File: src/rtl/alu_pkg.sv
// Package for the multi-cycle ALU: operation encodings, FSM states and legality check.
// Honours the ALU_MUL_EN macro: when defined, the MUL encoding (1011) is legal.
package alu_pkg;

  typedef enum logic [3:0] {
    OP_AND  = 4'b0000,
    OP_OR   = 4'b0001,
    OP_ADD  = 4'b0010,
    OP_XOR  = 4'b0011,
    OP_SLL  = 4'b0100,
    OP_SRL  = 4'b0101,
    OP_SUB  = 4'b0110,
    OP_SRA  = 4'b0111,
    OP_SLT  = 4'b1000,
    OP_SLTU = 4'b1001,
    OP_MUL  = 4'b1011
  } alu_op_e;

  typedef enum logic [1:0] {
    ST_IDLE  = 2'd0,
    ST_SHIFT = 2'd1,
    ST_MUL   = 2'd2,
    ST_DONE  = 2'd3
  } alu_state_e;

  // True for encodings the ALU executes; everything else completes as illegal.
  function automatic logic is_legal_op(logic [3:0] op);
    case (op)
      OP_AND, OP_OR, OP_ADD, OP_XOR,
      OP_SLL, OP_SRL, OP_SUB, OP_SRA,
      OP_SLT, OP_SLTU: return 1'b1;
`ifdef ALU_MUL_EN
      OP_MUL:          return 1'b1;
`endif
      default:         return 1'b0;
    endcase
  endfunction

  // Shifts are the iterative ops that step one bit per cycle.
  function automatic logic is_shift_op(logic [3:0] op);
    return (op == OP_SLL) || (op == OP_SRL) || (op == OP_SRA);
  endfunction

endpackage

File: src/rtl/alu_comb_unit.sv
// Single-cycle ALU functions: AND/OR/XOR/ADD/SUB/SLT/SLTU.
// Shift and MUL encodings return zero here; the top handles them iteratively.
module alu_comb_unit
  import alu_pkg::*;
#(
  parameter int XLEN = 32
) (
  input  logic [3:0]      op,
  input  logic [XLEN-1:0] a,
  input  logic [XLEN-1:0] b,
  output logic [XLEN-1:0] y
);

  // Pure combinational operation select; ADD/SUB wrap modulo 2^XLEN.
  always_comb begin
    y = '0;
    case (op)
      OP_AND:  y = a & b;
      OP_OR:   y = a | b;
      OP_XOR:  y = a ^ b;
      OP_ADD:  y = a + b;
      OP_SUB:  y = a - b;
      OP_SLT:  y = XLEN'($signed(a) < $signed(b));
      OP_SLTU: y = XLEN'(a < b);
      default: y = '0;
    endcase
  end

endmodule

File: src/rtl/alu_multicycle.sv
// Registered, valid/ready-handshaked ALU. Single-cycle ops finish in one cycle,
// shifts take one cycle per bit of shift amount, MUL is shift-add over XLEN cycles.
// Optional feature: define ALU_MUL_EN to include the multiplier (op 1011).
module alu_multicycle
  import alu_pkg::*;
#(
  parameter int XLEN = 32
) (
  input  logic            clk,
  input  logic            rst_n,
  input  logic            in_valid,
  output logic            in_ready,
  input  logic [3:0]      alu_op,
  input  logic [XLEN-1:0] in_a,
  input  logic [XLEN-1:0] in_b,
  output logic            out_valid,
  input  logic            out_ready,
  output logic [XLEN-1:0] result,
  output logic            zero,
  output logic            illegal_op
);

  localparam int SHAMT_W = $clog2(XLEN);
  // One extra bit so the counter can hold XLEN for MUL.
  localparam int CNT_W   = SHAMT_W + 1;

  alu_state_e        state_q, state_d;
  logic [XLEN-1:0]   opa_q, opa_d;
  logic [XLEN-1:0]   result_q, result_d;
  logic [CNT_W-1:0]  cnt_q, cnt_d;
  logic [3:0]        op_q, op_d;
  logic              illegal_q, illegal_d;

  logic [XLEN-1:0]   comb_y;
  logic [SHAMT_W-1:0] shamt;
  logic [XLEN-1:0]   shift_step;

`ifdef ALU_MUL_EN
  logic [XLEN-1:0]   opb_q, opb_d;
  logic [XLEN-1:0]   acc_q, acc_d;
  logic [XLEN-1:0]   acc_sum;
`endif

  assign shamt = in_b[SHAMT_W-1:0];

  alu_comb_unit #(.XLEN(XLEN)) u_comb (
    .op (alu_op),
    .a  (in_a),
    .b  (in_b),
    .y  (comb_y)
  );

  // One-bit shift of the working operand in the direction of the captured op.
  always_comb begin
    shift_step = opa_q;
    case (op_q)
      OP_SLL:  shift_step = {opa_q[XLEN-2:0], 1'b0};
      OP_SRL:  shift_step = {1'b0, opa_q[XLEN-1:1]};
      OP_SRA:  shift_step = {opa_q[XLEN-1], opa_q[XLEN-1:1]};
      default: shift_step = opa_q;
    endcase
  end

`ifdef ALU_MUL_EN
  // Shift-add partial product: add the shifted multiplicand when the current B bit is set.
  assign acc_sum = acc_q + (opb_q[0] ? opa_q : '0);
`endif

  // FSM and datapath next-state: accept in IDLE, iterate, hold in DONE until taken.
  always_comb begin
    state_d   = state_q;
    opa_d     = opa_q;
    result_d  = result_q;
    cnt_d     = cnt_q;
    op_d      = op_q;
    illegal_d = illegal_q;
`ifdef ALU_MUL_EN
    opb_d     = opb_q;
    acc_d     = acc_q;
`endif
    case (state_q)
      ST_IDLE: begin
        if (in_valid) begin
          op_d      = alu_op;
          illegal_d = 1'b0;
          if (!is_legal_op(alu_op)) begin
            result_d  = '0;
            illegal_d = 1'b1;
            state_d   = ST_DONE;
          end else if (is_shift_op(alu_op)) begin
            if (shamt == '0) begin
              result_d = in_a;
              state_d  = ST_DONE;
            end else begin
              opa_d   = in_a;
              cnt_d   = {1'b0, shamt};
              state_d = ST_SHIFT;
            end
`ifdef ALU_MUL_EN
          end else if (alu_op == OP_MUL) begin
            opa_d   = in_a;
            opb_d   = in_b;
            acc_d   = '0;
            cnt_d   = CNT_W'(XLEN);
            state_d = ST_MUL;
`endif
          end else begin
            result_d = comb_y;
            state_d  = ST_DONE;
          end
        end
      end
      ST_SHIFT: begin
        opa_d = shift_step;
        cnt_d = cnt_q - CNT_W'(1);
        if (cnt_q == CNT_W'(1)) begin
          result_d = shift_step;
          state_d  = ST_DONE;
        end
      end
      ST_MUL: begin
`ifdef ALU_MUL_EN
        acc_d = acc_sum;
        opa_d = {opa_q[XLEN-2:0], 1'b0};
        opb_d = {1'b0, opb_q[XLEN-1:1]};
        cnt_d = cnt_q - CNT_W'(1);
        if (cnt_q == CNT_W'(1)) begin
          result_d = acc_sum;
          state_d  = ST_DONE;
        end
`else
        state_d = ST_IDLE;
`endif
      end
      ST_DONE: begin
        if (out_ready) state_d = ST_IDLE;
      end
      default: state_d = ST_IDLE;
    endcase
  end

  // State registers; reset discards any in-flight operation immediately.
  always_ff @(posedge clk or negedge rst_n) begin
    if (!rst_n) begin
      state_q   <= ST_IDLE;
      opa_q     <= '0;
      result_q  <= '0;
      cnt_q     <= '0;
      op_q      <= '0;
      illegal_q <= 1'b0;
`ifdef ALU_MUL_EN
      opb_q     <= '0;
      acc_q     <= '0;
`endif
    end else begin
      state_q   <= state_d;
      opa_q     <= opa_d;
      result_q  <= result_d;
      cnt_q     <= cnt_d;
      op_q      <= op_d;
      illegal_q <= illegal_d;
`ifdef ALU_MUL_EN
      opb_q     <= opb_d;
      acc_q     <= acc_d;
`endif
    end
  end

  assign in_ready   = (state_q == ST_IDLE);
  assign out_valid  = (state_q == ST_DONE);
  assign result     = result_q;
  assign zero       = (result_q == '0);
  assign illegal_op = illegal_q;

endmodule

File: config.mk
export PLATFORM = sky130hd
export DESIGN_NAME = alu_multicycle
export DESIGN_NICKNAME = d
export VERILOG_FILES = /design/src/rtl/alu_pkg.sv /design/src/rtl/alu_comb_unit.sv /design/src/rtl/alu_multicycle.sv
export SDC_FILE = /design/constraint.sdc
export NUM_CORES = 1
export LEC_CHECK = 0
export ABC_AREA = 1
export CORE_ASPECT_RATIO = 1.75
export CORE_UTILIZATION = 40
export DETAILED_ROUTE_END_ITERATION = 6
export GPL_ROUTABILITY_DRIVEN = 0
export PLACE_DENSITY = 0.6
export SLEW_MARGIN = 20
export SYNTH_ARGS = -nofsm -noshare
export SYNTH_HDL_FRONTEND = slang
export SYNTH_SLANG_ARGS = --single-unit
File: constraint.sdc
create_clock -name clk -period 2.2 [get_ports clk]
set_input_delay 0.66 -clock clk [delete_from_list [all_inputs] [get_ports clk]]
set_output_delay 0.66 -clock clk [all_outputs]
set_load 0.01 [all_outputs]
==> metrics, run 1 <==
Tmin final=2630 ps; Netlist Area Pre-Place=roughly 11000 um2; number of synthesized flops with an enable pin=0; Seq cells post-synth=77; gr usage total=0.377; Initial Util=0.408; final worst path period share=1.19; synth unique cells=48; largest net degree at the start of global routing=55; share of cells above drive strength 1=0.533; Final Skew=7.62 ps; syn nets=between 2000 and 2500; drt first pass iters=7; Worst Path Max Fanout=2; die width=about 130 um; Setup TNS=-1930 ps; Core ar.=26600 um2; Post-synth ARST share=1.00; nets=approximately 2600; clk root buf=clkbuf_16; Max-Cap Viols=0; CTS sink count=just under 80; cells after synthesis=between 1500 and 2000; Vias=roughly 16000; CTS tree=yes; number of cells after detailed placement=2638; Least-Margin Pin Slew=about 750 ps; H-Tree Depth=3; PortBufs=around 110; drt total wl=around 60 mm; DRC errors left=5; DR vias/cell=roughly 6; Final WS setup=-425 ps; maximum VDD drop=between 0.7 and 0.8 mV; GRT overflow=0; dpl hpwl=around 40 mm; Non-Filler Instances=approximately 2700; failing checks=DRC, setup timing; CP endpoint kind=output port; P_leak=9.79 nW; status=finished, violations left; main flop type after synthesis=dfrtp_1; endpoints failing setup=25; Num CTS Buffers=9; most frequent cells in the layout=buf_4 (395), nand2_1 (299), inv_1 (191); startpoint types=flop; Layout area overhead=80.9%; antenna violations before repair=0; syn avg cell area=between 5 and 6 um2; register area share after synthesis=0.177; worst skew pair latency=between 300 and 400 ps; drt initial violations=1513; yosys warns=0; PwrDens=731 nW/um2; Slew Limit Fails=0; FMAX=between 300 and 400 MHz; Min-Delay Path Class=in2async; antenna viol nets, final=0; full die area=about 28000 um2; DP Worst Slack=-1150 ps; die span in y=between 200 and 250 um; Std-Cell Rows=about 80; vias in the first global route=15200; # IOs=108; Max clock buf depth=2; critical path class=reg2out; diode count=0; RSZ-0062 raised after global routing=true; Slew headroom=0.499; number of hold violations in the final report=0; most common cell after layout, fill and taps aside=buf_4; wire length per cell=about 22 um; CTS clock-pin slew for the worst setup and hold paths=60 ps; final core utilization=0.739; Arrival @ worst endpoint=roughly 2000 ps; first-pass GRT wire length=80.0 mm; CTS Hold Bufs=0; CP required=around 1500 ps
==> power by group <==
group          switching [mW]  leakage, nW  total [mW]  internal [mW]
registers               0.503        0.933        2.65           2.14
logic                    5.79         8.70        10.1           4.29
clock network           0.610        0.158        1.63           1.02
==> routing by layer <==
layer	share of wire	track usage	wire, um	up-vias
met5	0	0	0	-
li1	-	-	-	7057
met4	0.12	0.354	7360	0
met2	0.47	0.686	28300	1055
met3	0.090	0.0510	5400	502
met1	0.32	0.367	18900	7400
==> worst max-delay path, cell delays in order (launching register included) <==
cell and delay, ps:
dfrtp_1 400, nor4_2 340, buf_4 160, nand4_1 180, nor4_2 270, buf_4 180, buf_6 90
==> per-stage QoR <==
step           area, um2  hold slack (ps)  power, mW
3_5_place_dp       15200              479       11.0
2_1_floorplan      10900              364       7.00
3_3_place_gp       15200              474       10.8
6_report           19600              256       14.4
5_1_grt            19600              281       15.2
4_1_cts            17500              263       13.2
==> synth_stat cells (3+ instances only) <==
cell type	count	area share
a21oi_2	9	0.0073
o221ai_1	4	0.0032
o21ai_0	77	0.035
nor4_1	9	0.0052
clkbuf_1	17	0.0059
o2111ai_1	14	0.011
inv_1	321	0.11
inv_2	26	0.0090
o21bai_1	7	0.0048
clkinv_1	3	0.0010
nor3_1	9	0.0041
nor2_2	14	0.0081
nor2_1	194	0.067
a31oi_1	18	0.010
a21oi_1	120	0.055
dfrtp_1	77	0.18
nand2_1	543	0.19
nand3_1	118	0.054
ha_1	101	0.12
nand3_2	6	0.0055
nand2_2	14	0.0081
a22oi_1	5	0.0035
and2_1	3	0.0017
buf_2	32	0.015
o22ai_1	46	0.027
o21ai_1	10	0.0046
buf_6	4	0.0041
nor2_4	5	0.0052
nand4_1	26	0.015
buf_4	17	0.012
==> what timing repair did <==
item,in CTS,in global routing
buffers inserted,47,51
gates resized for setup,765,546
pin swaps,187,281
hold endpoints to repair,0,0
setup endpoints to repair,54,32
==> kinds of logic (layout without fill, tap and decap cells) <==
family | Yosys count | after routing | share of synthesized area
and+or+nand+nor | 949 | 949 | 0.368
AOI/OAI and AO/OA | 323 | 323 | 0.175
buffers and inverters | 421 | 966 | 0.158
xor gates and xnor gates | 2 | 2 | 0.00161
DFF | 77 | 77 | 0.177
adders and majority gates | 103 | 103 | 0.120
==> flip-flops by register name, indices dropped and copies added, names as in the netlist <==
signal / count
op_q: 4
illegal_op: 1
result: 32
cnt_q: 6
state_q: 2
opa_q: 32
==> path summary, 6_finish.rpt <==
| check | slack, ps | to | from | cells after the start |
|---|---|---|---|---|
| max | -430 | zero | result[5]$_DFFE_PN0P_ | 6 |
| min | 260 | opa_q[29]$_DFFE_PN0P_ | rst_n | 1 |
| max reg2reg | 190 | result[26]$_DFFE_PN0P_ | cnt_q[1]$_DFFE_PN0P_ | 10 |
| min reg2reg | 490 | op_q[1]$_DFFE_PN0P_ | op_q[1]$_DFFE_PN0P_ | 2 |
| max in group asynchronous | 1260 | result[9]$_DFFE_PN0P_ | rst_n | 2 |
| min in group clk | 490 | op_q[1]$_DFFE_PN0P_ | op_q[1]$_DFFE_PN0P_ | 2 |
==> cell type report <==
class,instances,area [um2]
clock buffers,10,239
flip-flops and latches,77,1930
clock inverters,6,86.3
inverters,350,1450
fillers,1890,6940
multi-input cells,1377,10200
repair buffers,600,5320
well taps,324,405
(Power assumes the default switching activity.)
==> run 2, diff against run 1 <==
--- a/config.mk
+++ b/config.mk
@@ -8,6 +8,7 @@
 export ABC_AREA = 1
 export CORE_ASPECT_RATIO = 1.75
 export CORE_UTILIZATION = 40
+export CTS_CLUSTER_SIZE = 30
 export DETAILED_ROUTE_END_ITERATION = 6
 export GPL_ROUTABILITY_DRIVEN = 0
 export PLACE_DENSITY = 0.6
==> results of run 2 <==
No change in the layout: final DEF, timing and power equal those of run 1.
